## src/rtl/hazard_pkg.sv

```systemverilog
// Shared types and constants for the pipeline hazard controller and the stage registers.
package hazard_pkg;

    typedef enum logic {
        RUN     = 1'b0,
        MD_BUSY = 1'b1
    } hz_state_e;

    // Canonical RV32 NOP (addi x0,x0,0) and the all-zero control bubble.
    localparam logic [31:0] NOP_INSTR    = 32'h0000_0013;
    localparam logic [7:0]  BUBBLE_CTRL  = 8'h00;

    // Nonzero destination register that matches a used source operand.
    function automatic logic rd_hit(input logic [4:0] rd, input logic [4:0] rs, input logic use_rs);
        rd_hit = use_rs & (rd != 5'd0) & (rs == rd);
    endfunction

endpackage

```

## src/rtl/hazard_perf_cnt.sv

```systemverilog
// Saturating event counter with synchronous clear; used for the HAZARD_PERF_EN statistics.
module hazard_perf_cnt #(
    parameter int W = 32
) (
    input  logic         CLK,
    input  logic         clr,
    input  logic         inc,
    output logic [W-1:0] cnt
);

    // Count events, holding at all-ones instead of wrapping.
    always_ff @(posedge CLK) begin
        if (clr) begin
            cnt <= '0;
        end else if (inc && (cnt != {W{1'b1}})) begin
            cnt <= cnt + W'(1);
        end else begin
            cnt <= cnt;
        end
    end

endmodule

```

## src/rtl/hazard_ctrl.sv

```systemverilog
// Pipeline load/hold/bubble controller for the 5-stage RV32 core.
// Define HAZARD_PERF_EN to add the loadUseCnt/mdStallCnt/flushCnt statistics outputs.
module hazard_ctrl
    import hazard_pkg::*;
#(
    parameter int MD_LAT = 4,
    parameter int CNT_W  = 32
) (
    input  logic             CLK,
    input  logic             RST,
    input  logic [4:0]       RS1_ID,
    input  logic [4:0]       RS2_ID,
    input  logic             useRS1_ID,
    input  logic             useRS2_ID,
    input  logic [4:0]       RD_EX,
    input  logic             memRead_EX,
    input  logic             mdOp_EX,
    input  logic             branchTaken_EX,
    input  logic             memWait_MEM,
`ifdef HAZARD_PERF_EN
    output logic [CNT_W-1:0] loadUseCnt,
    output logic [CNT_W-1:0] mdStallCnt,
    output logic [CNT_W-1:0] flushCnt,
`endif
    output logic             pcWrite,
    output logic             ifidWrite,
    output logic             ifidFlush,
    output logic             idexWrite,
    output logic             idexFlush,
    output logic             exmemWrite,
    output logic             exmemFlush,
    output logic             memwbWrite,
    output logic             mdBusy
);

    localparam int MDC_W = (MD_LAT > 2) ? $clog2(MD_LAT) : 1;
    localparam logic [MDC_W-1:0] MD_RELOAD = MDC_W'((MD_LAT >= 2) ? (MD_LAT - 2) : 0);
    localparam logic MD_EN = (MD_LAT >= 2) ? 1'b1 : 1'b0;

    hz_state_e        state_r;
    hz_state_e        state_nxt_s;
    logic [MDC_W-1:0] md_cnt_r;
    logic [MDC_W-1:0] md_cnt_nxt_s;
    logic             load_use_s;

    assign load_use_s = memRead_EX & (rd_hit(RD_EX, RS1_ID, useRS1_ID) | rd_hit(RD_EX, RS2_ID, useRS2_ID));

    // Mealy decode of stage enables and next state; priority reset > memWait > branch > MD > load-use.
    always_comb begin
        pcWrite      = 1'b1;
        ifidWrite    = 1'b1;
        ifidFlush    = 1'b0;
        idexWrite    = 1'b1;
        idexFlush    = 1'b0;
        exmemWrite   = 1'b1;
        exmemFlush   = 1'b0;
        memwbWrite   = 1'b1;
        mdBusy       = 1'b0;
        state_nxt_s  = state_r;
        md_cnt_nxt_s = md_cnt_r;
        if (RST) begin
            pcWrite      = 1'b0;
            ifidWrite    = 1'b0;
            idexWrite    = 1'b0;
            exmemWrite   = 1'b0;
            memwbWrite   = 1'b0;
            ifidFlush    = 1'b1;
            idexFlush    = 1'b1;
            exmemFlush   = 1'b1;
            state_nxt_s  = RUN;
            md_cnt_nxt_s = '0;
        end else if (memWait_MEM) begin
            pcWrite    = 1'b0;
            ifidWrite  = 1'b0;
            idexWrite  = 1'b0;
            exmemWrite = 1'b0;
            memwbWrite = 1'b0;
            mdBusy     = (state_r == MD_BUSY) ? 1'b1 : 1'b0;
        end else begin
            case (state_r)
                RUN: begin
                    if (branchTaken_EX) begin
                        ifidFlush = 1'b1;
                        idexFlush = 1'b1;
                    end else if (MD_EN && mdOp_EX) begin
                        pcWrite      = 1'b0;
                        ifidWrite    = 1'b0;
                        idexWrite    = 1'b0;
                        exmemFlush   = 1'b1;
                        mdBusy       = 1'b1;
                        state_nxt_s  = MD_BUSY;
                        md_cnt_nxt_s = MD_RELOAD;
                    end else if (load_use_s) begin
                        pcWrite   = 1'b0;
                        ifidWrite = 1'b0;
                        idexFlush = 1'b1;
                    end else begin
                        state_nxt_s = RUN;
                    end
                end
                MD_BUSY: begin
                    mdBusy = 1'b1;
                    if (md_cnt_r != '0) begin
                        pcWrite      = 1'b0;
                        ifidWrite    = 1'b0;
                        idexWrite    = 1'b0;
                        exmemFlush   = 1'b1;
                        md_cnt_nxt_s = md_cnt_r - MDC_W'(1);
                    end else begin
                        state_nxt_s = RUN;
                    end
                end
                default: begin
                    state_nxt_s  = RUN;
                    md_cnt_nxt_s = '0;
                end
            endcase
        end
    end

    // State and MD occupancy counter registers.
    always_ff @(posedge CLK) begin
        if (RST) begin
            state_r  <= RUN;
            md_cnt_r <= '0;
        end else begin
            state_r  <= state_nxt_s;
            md_cnt_r <= md_cnt_nxt_s;
        end
    end

`ifdef HAZARD_PERF_EN
    logic ev_lu_s;
    logic ev_md_s;
    logic ev_fl_s;

    // An event counts only when it is the cause of this cycle's stall or flush.
    assign ev_lu_s = ~RST & ~memWait_MEM & (state_r == RUN) & ~branchTaken_EX
                   & ~(MD_EN & mdOp_EX) & load_use_s;
    assign ev_md_s = ~RST & ~memWait_MEM & mdBusy & ~pcWrite;
    assign ev_fl_s = ~RST & ~memWait_MEM & ifidFlush;

    hazard_perf_cnt #(.W(CNT_W)) u_lu_cnt (.CLK(CLK), .clr(RST), .inc(ev_lu_s), .cnt(loadUseCnt));
    hazard_perf_cnt #(.W(CNT_W)) u_md_cnt (.CLK(CLK), .clr(RST), .inc(ev_md_s), .cnt(mdStallCnt));
    hazard_perf_cnt #(.W(CNT_W)) u_fl_cnt (.CLK(CLK), .clr(RST), .inc(ev_fl_s), .cnt(flushCnt));
`endif

endmodule

```

## config.mk

```make
export PLATFORM = sky130hd
export DESIGN_NAME = hazard_ctrl
export DESIGN_NICKNAME = d
export VERILOG_FILES = /design/src/rtl/hazard_pkg.sv /design/src/rtl/hazard_perf_cnt.sv /design/src/rtl/hazard_ctrl.sv
export SDC_FILE = /design/constraint.sdc
export NUM_CORES = 1
export LEC_CHECK = 0
export BUFFER_PORTS_ARGS = -buffer_cell sky130_fd_sc_hd__buf_2
export CAP_MARGIN = 10
export CORE_AREA = 2 2 39 41
export CTS_BUF_LIST = sky130_fd_sc_hd__clkbuf_16
export CTS_CLUSTER_DIAMETER = 120
export DETAILED_ROUTE_END_ITERATION = 6
export DIE_AREA = 0 0 41 43
export RECOVER_POWER = 50
export SYNTH_ARGS = -nofsm -noshare
export SYNTH_HDL_FRONTEND = slang
export SYNTH_SLANG_ARGS = --single-unit
```

## constraint.sdc

```tcl
create_clock -name CLK -period 2.2 [get_ports CLK]
set_input_delay 0.55 -clock CLK [delete_from_list [all_inputs] [get_ports CLK]]
set_output_delay 0.55 -clock CLK [all_outputs]
set_load 0.1 [all_outputs]
```

# Word level (Yosys, flattened, before mapping)
# Index checks and enable logic that the tools add are counted.
op_classes:
  n_addsub: 1
  bitwise: 8
  n_eq_ne: 5
  mux: 38
  n_div: 0
  n_reduce_logical: 3
  multipliers: 0
  shift: 0
  order_cmp: 0
op_table:
  columns: ["operator", "count"]
  rows:
  - ["1-bit 2-to-1 mux", 30]
  - ["5-bit == test", 2]
  - ["1-bit one-hot mux with 2 select lines", 4]
  - ["2-bit 2-to-1 mux", 3]
  - ["1-bit AND", 5]
  - ["5-bit nonzero test", 1]
  - ["2-bit inequality test (second input constant)", 2]
  - ["2-bit one-hot mux with 2 select lines", 1]
  - ["4-bit AND reduction", 1]
  - ["2-bit by 1-bit inequality test with 1-bit output (second input constant)", 1]
  - ["1-bit inverter", 2]
  - ["2-bit nonzero test", 1]
  - ["2-bit by 1-bit subtractor with 2-bit output (second input constant)", 1]
  - ["1-bit OR", 1]
word_totals:
  output_inout_bits: 9
  mem_bits_rw: 0
  memories: 0
  elab_cells: 57
  romBits: 0
  register_bits: 3
  latch_bits: 0
  in_bits: 23

# Longest topological paths before layout
# Gate-level depths: netlist of the first run.
depth:
  depth_word: 11
  ltp_mapped: 7
  ltp_nobuf: 6

# Worst setup path after synthesis of the first run
# No wires, ideal clock.
synth_path:
  path_kind: "input port to output port"
  from: "in memWait_MEM"
  to: "out pcWrite"
  t_arrival_ps: 4129
  slack_ps: -2479
  path_stages: 4
  path_buffers: 1
  required_time_ps: 1650
  path_cell_list: "nor2_1 > and3_1 > o21a_1 > buf_4"
synth_via:
  elab_chain_cells: 2
synth_lines:
  columns: ["element", "line_no", "rtl"]
  rows:
  - ["start: declaration", "hazard_ctrl.sv:19", "input logic memWait_MEM,"]
  - ["1-bit 2-to-1 mux (2 in series)", null, null]
  - ["end: declaration", "hazard_ctrl.sv:25", "output logic pcWrite,"]
# Every way passes these cells.

# Worst setup path in the final report of the first run
layout_path:
  from: "in RD_EX[0]"
  to: "out pcWrite"
layout_via:
  elab_chain_cells: 11
  word_cells_on_any_way: 15
  classes_between: "eq/ne (2); mux (6); bitwise (6); reduce/logical (1)"
layout_lines:
  columns: ["element", "line_no", "rtl"]
  rows:
  - ["start: declaration", "hazard_ctrl.sv:15", "input logic [4:0] RD_EX,"]
  - ["5-bit nonzero test", "hazard_pkg.sv:15", "rd_hit = use_rs & (rd != 5'd0) & (rs == rd);"]
  - ["1-bit AND (2 in series)", "hazard_pkg.sv:15", null]
  - ["1-bit OR *", "hazard_ctrl.sv:46", "assign load_use_s = memRead_EX & (rd_hit(RD_EX, RS1_ID, useRS1_ID) | rd_hit(RD_EX, RS2_ID, useRS2_ID));"]
  - ["1-bit AND *", "hazard_ctrl.sv:46", null]
  - ["1-bit 2-to-1 mux *", "hazard_ctrl.sv:93", "end else if (load_use_s) begin"]
  - ["1-bit 2-to-1 mux *", "hazard_ctrl.sv:85", "end else if (MD_EN && mdOp_EX) begin"]
  - ["1-bit 2-to-1 mux *", "hazard_ctrl.sv:82", "if (branchTaken_EX) begin"]
  - ["1-bit one-hot mux with 2 select lines *", "hazard_ctrl.sv:80", "case (state_r)"]
  - ["1-bit 2-to-1 mux *", "hazard_ctrl.sv:72", "end else if (memWait_MEM) begin"]
  - ["1-bit 2-to-1 mux *", "hazard_ctrl.sv:61", "if (RST) begin"]
# Mark *: on every way between the ends. The rest lies on a longest branch, timed or not.

==> metrics, run 1 <==
root buffer cell=clkbuf_16; Reg clk slew, reported paths=roughly 0.03 ns; Yosys cell types=27; hold_buf cts=0; r2r endpoint=md_cnt_r[1]; top-level I/O count=32; worst min path class=reg2reg; ant diodes=0; simple-gate share of the synthesized area=0.255; final period demand of the worst path=between 2 and 2.5 ns; die width=~41 um; commonest non-fill, non-tap cell in the layout=buf_2; Total Power=~0.55 mW; Vias/cell=about 4.6; Seq/Total Area, Yosys=0.159; static leakage=roughly 0.39 nW; total CTS buffers=3; number of max-cap violations=0; synthesized flop and latch total=3; DRC viols=0; Startpoint Class=primary input; clk_lat worst skew=between 0.2 and 0.25 ns; Final Setup Violations=3; Max-slew headroom=0.678; Fin. Hold Viols=0; critical register-to-register path startpoint=md_cnt_r[0]; std cell rows=14; port buffer count=31; post-route worst setup slack=-0.141 ns; syn avg cell area=about 8 um2; Layout fillers=between 100 and 150; Total Neg Setup Slack=-0.350 ns; CP top delay family=simple AND/OR/NAND/NOR gates; largest net degree at the start of global routing=10; Worst R2R Setup Slack=roughly 0.65 ns; CP Cell Sequence=buf_6 -> or4_4 -> o21ai_4 -> nand2b_4 -> o21a_4 -> buf_12; CP Max Fanout=3; placed insts=99; DRT Wirelength=about 1200 um; core box area=between 1000 and 1500 um2; fin nets=between 100 and 150; 1st-pass router iterations=3; Post-Syn Instances=47; RePlAce Congestion=a little under 0.7; global-route wire length before repair=between 1500 and 2000 um; post-synthesis cell area=approximately 380 um2; Hold Path Origin=md_cnt_r[1]; Synth Area in Compound Gates=0.215; Initial Utilization=0.273; largest family of logic cells by synthesized area=simple AND/OR/NAND/NOR gates; routed vias=474; vias in the first global route=between 400 and 500; clock buffer depth=2; Syn Nets=between 70 and 80; critical path type=in2out; DR WL/cell=between 10 and 15 um; drt first-iter violations=2; hold path depth=2; Final ANT Viol Nets=0; post-synthesis adder-cell area fraction=0.0331; peak supply drop=576 uV; Layout Cells excl Fill=slightly above 100; Worst Tran Pin Value=about 0.49 ns; fin crit share=1.06; status=finished, violations left; Reg area=60.1 um2; Synth Warn #=0; die area=about 1800 um2; Min-Delay Endpoint=md_cnt_r[1]; CTS tree=yes; failing checks=setup timing; Buf/Inv on CP=2; pwr dens=about 650 nW/um2; Slew Viols, Final=0; P&R area growth vs syn=125%; CP max-delay cell=or4_4; most frequent cells in the layout=buf_2, xor2_1, buf_12, buf_4, inv_1; Required @ worst endpoint=roughly 1.7 ns; initial antenna violation count=0; CTS sink cnt=3; CP startpoint=RD_EX[0]; htree depth=1; GRT Residual Overflow=0; xor and xnor fraction of the mapped netlist area=0.232; fmax=about 0.43 GHz; crit end category=output port; GRT Total Usage=0.155; die height=43 um; RSZ-0062 raised after global routing=true; mux share of post-synthesis cell area=0.0265; Fin Hold WS=~0.5 ns; crit-path max cell delay=between 0.5 and 0.6 ns; post-DP HPWL=929 um; CP arrival=1.79 ns; Setup Skew=roughly 0.0004 ns; share of cells above drive strength 1=0.632; worst reg2reg path depth=7; multi-input logic area=~360 um2
-- sequential cells by signal, indices dropped and copies added, names as in the netlist --
register and cells:
md_cnt_r 2, state_r 1
-- synthesized netlist by cell type --
cell | n | area share
a32oi_1 | 1 | 0.023
and2_0 | 1 | 0.017
buf_4 | 2 | 0.040
xor2_1 | 8 | 0.19
or3b_4 | 1 | 0.030
inv_1 | 3 | 0.030
nor2_1 | 5 | 0.050
o21bai_1 | 1 | 0.020
a311oi_1 | 2 | 0.046
ha_1 | 1 | 0.033
or2b_1 | 1 | 0.020
or4_1 | 2 | 0.040
o21ai_0 | 1 | 0.013
o21ai_1 | 1 | 0.013
o21a_1 | 1 | 0.020
or2_1 | 1 | 0.017
a21o_1 | 1 | 0.020
nor2b_1 | 1 | 0.017
dfxtp_1 | 3 | 0.16
a31oi_1 | 1 | 0.017
and3_1 | 1 | 0.017
mux2i_1 | 1 | 0.026
xnor2_1 | 2 | 0.046
a21oi_4 | 1 | 0.043
inv_2 | 1 | 0.0099
nand2b_1 | 1 | 0.017
nor4_1 | 2 | 0.033
-- layer usage --
layer  global-route usage  vias up  share of wire
li1                     -      246              -
met5                    0        -              0
met1                0.160      210           0.37
met3               0.0681        0          0.091
met2                0.250       18           0.54
met4               0.0800        0              0
-- report_power, final --
group / internal, mW / switching, mW / leakage, nW
registers: 0.0572 / 0.00274 / 0.0245
logic: 0.0849 / 0.125 / 0.320
clock network: 0.234 / 0.0465 / 0.0423
-- final cells by class --
type	instances	share of cell area
inverter	4	0.0176
sequential	3	0.0705
tap	16	0.0235
timing repair buffer	38	0.376
clock buffer	3	0.0881
clock inverter	1	0.00441
multi-input combinational	38	0.420
-- how the worst max path moves through the flow --
stage | slack [ns] | to | depth (start not counted)
5_1_grt | -0.17 | pcWrite | 6
3_3_place_gp | -0.18 | ifidWrite | 6
4_1_cts | -0.14 | pcWrite | 6
2_1_floorplan | -0.54 | pcWrite | 4
6_report | -0.14 | pcWrite | 6
3_5_place_dp | -0.17 | pcWrite | 6
-- metrics by stage --
stage	util	setup WS, ns	area [um2]
final	0.616	-0.141	852
after global routing	0.616	-0.173	852
after CTS	0.628	-0.142	870
after detailed placement	0.542	-0.174	749
after global placement	0.542	-0.180	749
after floorplan	-	-0.537	429
-- worst register-to-register path, cell delays in order, from the launching register on --
cell,delay (ns)
dfxtp_1,0.34
inv_1,0.05
ha_1,0.20
or2b_1,0.26
a21oi_1,0.15
clkbuf_1,0.17
nor2_1,0.06
a311oi_1,0.23
-- cell families after synthesis --
logic type / Yosys count
buf+inv: 6
flops: 3
mux: 1
fa+ha+maj: 1
xor+xnor: 10
compound gates: 10
simple gates: 16
-- repair_timing --
action | CTS | global route
gates cloned | 0 | 0
setup buffers | 0 | 0
resized for setup | 7 | 3
endpoints found under the setup margin | 3 | 3
pin swaps | 2 | 3
Power figures use the tool's default switching activity.
==> run 2, diff against run 1 <==
clock period = 2.4 ns   (was 2.2 ns; I/O delays follow)
==> run 2 against run 1 <==
- the run still ends with setup timing left
- highest routed layer unchanged
- via count shrank 0.84%
- sequential share of layout area grew 0.31 points
- routed wire length decreased by 1.2%
- sequential cell count did not move
- setup slack better by 0.091 ns
- clock power is 7% lower
- critical path depth did not move
- global-route usage fell by 1.1 points
==> metrics, run 2 (synthesis gave the netlist of run 1 again) <==
routed wl met2=695 um (was 652 um); total CTS buffers=3 (unchanged); top routing layer used=met3 (unchanged); P&R area growth vs syn=116% (was 125%); RePlAce Congestion=0.736 (was 0.690); hold path depth=2 (unchanged); Reg clk slew, reported paths=0.03 ns (about the same); Layout Cells excl Fill=102 (was 103); failing checks=setup timing (unchanged); die width=41 um (unchanged); sequential power share=0.110 (was 0.109); commonest non-fill, non-tap cell in the layout=buf_2 (unchanged); Total Power=0.499 mW (was 0.550 mW); P_sw=0.161 mW (was 0.174 mW); Setup Skew=0.00263 ns (was 0.000393 ns); post-DP HPWL=878 um (was 929 um); CTS sink cnt=3 (unchanged); biggest regs=md_cnt_r x2, state_r x1 (unchanged); largest net degree at the start of global routing=10 (unchanged); drt first-iter violations=2 (unchanged); GRT Residual Overflow=0 (unchanged); htree depth=1 (unchanged); Metal-1 WL=389 um (was 441 um); global-route wire length before repair=1770 um (was 1810 um); combinational power share=0.366 (was 0.381); die area=1760 um2 (unchanged); CP arrival=1.85 ns (was 1.79 ns); port buffer count=31 (unchanged); Final ANT Viol Nets=0 (unchanged); clk_lat worst skew=0.22 ns (about the same); RSZ-0062 raised after global routing=true (unchanged); static leakage=0.374 nW (was 0.387 nW); ant diodes=0 (unchanged); Initial Utilization=0.273 (unchanged); hold_buf cts=0 (unchanged); Core Util, Final=0.590 (was 0.616); worst min path class=reg2reg (unchanged); CP Max Fanout=3 (unchanged); Fin. Hold Viols=0 (unchanged); GRT Total Usage=0.145 (was 0.155); 1st-pass router iterations=3 (unchanged); Required @ worst endpoint=1.80 ns (was 1.65 ns); std cell rows=14 (unchanged); peak supply drop=454 uV (was 576 uV); clock buffer depth=2 (unchanged); Final Setup Violations=2 (was 3); CP max-delay cell=or4_4 (unchanged); DR WL/cell=11.7 um (about the same); routed vias=470 (was 474); pwr dens=612 nW/um2 (was 646 nW/um2); crit end category=output port (unchanged); initial antenna violation count=0 (unchanged); critical path type=in2out (unchanged); CTS tree=yes (unchanged); met3 WL=105 um (was 109 um); post-route worst setup slack=-0.0501 ns (was -0.141 ns); share of cells above drive strength 1=0.628 (was 0.632); status=finished, violations left (unchanged); crit-path max cell delay=0.54 ns (about the same); CP Cell Sequence=buf_8 -> or4_4 -> o21ai_4 -> nand2b_4 -> o21a_4 -> buf_12 (was buf_6 -> or4_4 -> o21ai_4 -> nand2b_4 -> o21a_4 -> buf_12); clock share of power=0.524 (was 0.510); worst reg2reg path depth=6 (was 7); worst slack, placed=-0.104 ns (was -0.174 ns); largest register by flop count=md_cnt_r (unchanged); core box area=1380 um2 (unchanged); top-level I/O count=32 (unchanged); Slew Viols, Final=0 (unchanged); final period demand of the worst path=approximately 2.5 ns; Cell Area, Placed=693 um2 (was 749 um2); Vias/cell=4.61 (was 4.60); vias in the first global route=491 (was 454); fin crit share=1.02; number of max-cap violations=0 (unchanged); placed insts=96 (was 99); most frequent cells in the layout=buf_2, xor2_1, buf_12, buf_4, inv_1 (unchanged); Cell Int Power=0.338 mW (was 0.376 mW); DRC viols=0 (unchanged); fin nets=111 (was 112); Switching Share=0.323 (was 0.317); root buffer cell=clkbuf_16 (unchanged); DRT Wirelength=1190 um (was 1200 um); post-route cell area=816 um2 (was 852 um2); fmax=around 0.41 GHz; Startpoint Class=primary input (unchanged); die height=43 um (unchanged); Largest register FFs=2 (unchanged); Max-slew headroom=0.677 (was 0.678); Worst Tran Pin Value=0.488 ns (was 0.486 ns)
## run 2: cell types whose count changed in the layout (fill, tap and decap cells not counted), sizes merged
cell	before	now
buf	35	36
clkbuf	6	4
## run 2: through the flow
step                hold WS, ns  TNS, ns
floorplan                 0.471   -0.651
global placement          0.485   -0.203
detailed placement        0.499   -0.267
CTS                       0.503   -0.199
global route              0.515   -0.219
finish                    0.498   -0.100
## run 2: worst max-delay path, delay by kind of cell
family	cells	cell delay, ns
AOI/OAI and AO/OA	2	0.30
buffers and inverters	2	0.27
and+or+nand+nor	2	0.68
## run 2: final timing paths
path                from           to  slack [ns]
min reg2reg  md_cnt_r[1]  md_cnt_r[1]        0.50
max reg2reg  md_cnt_r[0]  md_cnt_r[1]        0.87
max             RD_EX[4]    ifidWrite       -0.05
min          md_cnt_r[1]  md_cnt_r[1]        0.50
## run 2: repair_timing
action                     4_1_cts  5_1_grt
pin swaps                        3        4
resized for setup               10        2
setup endpoints to repair        3        3
setup buffers                    2        0
## run 2: final cells by class
cell class	instances	area, um2
multi-input combinational	38	354
fill	128	568
timing repair buffer	37	288
clock buffer	3	75.1
sequential	3	60.1
inverter	4	15.0
clock inverter	1	3.75
tap	16	20.0
## run 2: per-layer routing
layer | up-vias | global-route usage
met5 | - | 0
met3 | 0 | 0.0314
met4 | 0 | 0.0600
li1 | 243 | -
met2 | 19 | 0.288
met1 | 208 | 0.119
## run 2: power groups by stage
stage / sequential, mW / combinational, mW / clock (mW)
after floorplan: 0.0548 / 0.113 / 0
after global placement: 0.0553 / 0.174 / 0
after detailed placement: 0.0554 / 0.175 / 0
after CTS: 0.0547 / 0.187 / 0.268
after global routing: 0.0553 / 0.193 / 0.274
final: 0.0548 / 0.183 / 0.262
==> run 3, diff against run 2 <==
SETUP_SLACK_MARGIN = 0.15   (was not set)
clock period = 2 ns   (was 2.4 ns; I/O delays follow)
==> run 3 against run 2 <==
- the run still ends with setup timing left
- power rose by 26%
- final cell count rose by 6.9%
- count of clock-buffer cells in the layout did not move
- register-to-register slack got worse by 0.48 ns
- global-route usage rose by 2.7 points
- clock power rose by 18%
- first-iteration DRC count did not move
- critical path type unchanged
- largest cell class is now non-clock buffers
==> metrics, run 3 (synthesis gave the netlist of run 1 again) <==
vias in the first global route=517 (was 491); final period demand of the worst path=2.24 ns; crit end category=output port (unchanged); clock buffer depth=2 (unchanged); largest register by flop count=md_cnt_r (unchanged); placed insts=100 (was 96); Fin Hold WS=0.535 ns (was 0.498 ns); peak supply drop=967 uV (was 454 uV); CP startpoint=RD_EX[0] (was RD_EX[4]); multi-input logic area=383 um2 (was 354 um2); htree depth=1 (unchanged); critical register-to-register path startpoint=md_cnt_r[1] (was md_cnt_r[0]); Total Power=0.627 mW (was 0.499 mW); CP Max Fanout=2 (was 3); worst slack, placed=-0.285 ns (was -0.104 ns); Largest register FFs=2 (unchanged); fin nets=118 (was 111); Reg area=63.8 um2 (was 60.1 um2); drt first-iter violations=2 (unchanged); Layout fillers=110 (was 128); 1st-pass router iterations=4 (was 3); GRT Residual Overflow=0 (unchanged); Max-slew headroom=0.730 (was 0.677); commonest non-fill, non-tap cell in the layout=buf_2 (unchanged); CP arrival=1.74 ns (was 1.85 ns); RePlAce Congestion=0.698 (was 0.736); hold_buf cts=0 (unchanged); Setup Skew=0.000670 ns (was 0.00263 ns); worst min path class=in2reg (was reg2reg); largest net degree at the start of global routing=10 (unchanged); most frequent cells in the layout=buf_2, buf_4, buf_12, xor2_1 (was buf_2, xor2_1, buf_12, buf_4, inv_1); share of cells above drive strength 1=0.710 (was 0.628); Reg clk slew, reported paths=0.03 ns (about the same); clk_lat worst skew=0.22 ns (about the same); DRT Wirelength=1310 um (was 1190 um); P&R area growth vs syn=153% (was 116%); CTS tree=yes (unchanged); Required @ worst endpoint=1.50 ns (was 1.80 ns); global-route wire length before repair=2010 um (was 1770 um); failing checks=setup timing (unchanged); top routing layer used=met3 (unchanged); RSZ-0062 raised after global routing=true (unchanged); Slew Viols, Final=0 (unchanged); Metal-1 WL=449 um (was 389 um); Fin. Hold Viols=0 (unchanged); fmax=around 0.45 GHz; std cell rows=14 (unchanged); number of max-cap violations=0 (unchanged); CTS sink cnt=3 (unchanged); DR WL/cell=12.1 um (was 11.7 um); top-level I/O count=32 (unchanged); status=finished, violations left (unchanged); routed vias=498 (was 470); critical path type=in2out (unchanged); biggest regs=md_cnt_r x2, state_r x1 (unchanged); Layout Cells excl Fill=109 (was 102); core box area=1380 um2 (unchanged); Startpoint Class=primary input (unchanged); routed wl met2=797 um (was 695 um); Total Neg Setup Slack=-0.725 ns (was -0.100 ns); Final Setup Violations=5 (was 2); Initial Utilization=0.273 (unchanged); root buffer cell=clkbuf_16 (unchanged); post-route worst setup slack=-0.240 ns (was -0.0501 ns); DRC viols=0 (unchanged); Vias/cell=4.57 (was 4.61); die width=41 um (unchanged); Worst Tran Pin Value=0.403 ns (was 0.488 ns); Hold Path Origin=RST (was md_cnt_r[1]); GRT Total Usage=0.172 (was 0.145); met3 WL=67 um (was 105 um); port buffer count=31 (unchanged); pwr dens=657 nW/um2 (was 612 nW/um2); ant diodes=0 (unchanged); total CTS buffers=3 (unchanged); die area=1760 um2 (unchanged); static leakage=0.427 nW (was 0.374 nW); post-DP HPWL=906 um (was 878 um); die height=43 um (unchanged); Final ANT Viol Nets=0 (unchanged); fin crit share=1.12; initial antenna violation count=0 (unchanged)
[run 3: cell types whose count changed in the layout (fill, tap and decap cells not counted), sizes merged]
cell	delta
clkbuf	+2
buf	+5
[run 3: worst paths after layout]
kind                                    end  slack (ns)  cells past startpoint
worst max-delay path              ifidWrite       -0.24                      6
worst min-delay path                state_r        0.54                      2
worst max register to register  md_cnt_r[1]        0.39                      8
worst min register to register  md_cnt_r[1]        0.56                      1
[run 3: cell type report]
class | count | area share
Clock buffer | 3 | 0.0786
Timing Repair Buffer | 44 | 0.413
Sequential cell | 3 | 0.0668
Tap cell | 16 | 0.0210
Multi-Input combinational cell | 38 | 0.401
Inverter | 4 | 0.0157
Clock inverter | 1 | 0.00393
[run 3: what timing repair did]
| item | CTS | global route |
|---|---|---|
| resized for setup | 20 | 3 |
| pin swaps | 7 | 3 |
| setup endpoints to repair | 5 | 6 |
| buffers inserted | 4 | 1 |
[run 3: metal layers]
layer | track usage | vias to the layer above
li1 | - | 257
met1 | 0.144 | 226
met2 | 0.313 | 15
met3 | 0.0524 | 0
met4 | 0.107 | 0
met5 | 0 | -
[run 3: metrics by stage]
stage	instance area, um2	utilization
4_1_cts	950	0.686
3_3_place_gp	764	0.552
6_report	955	0.690
5_1_grt	955	0.690
3_5_place_dp	764	0.552
2_1_floorplan	437	-
[run 3: critical path: stages]
cell,delay [ns]
buf_6,0.09
or4_4,0.54
o21ai_4,0.14
nand2b_4,0.14
o21a_4,0.15
buf_12,0.17
[run 3: report_power, final]
| part | switching, mW | internal (mW) | leakage (nW) | total, mW |
|---|---|---|---|---|
| Clock | 0.0525 | 0.258 | 0.0423 | 0.310 |
| Sequential | 0.00366 | 0.0634 | 0.0258 | 0.0671 |
| Combinational | 0.142 | 0.108 | 0.359 | 0.250 |
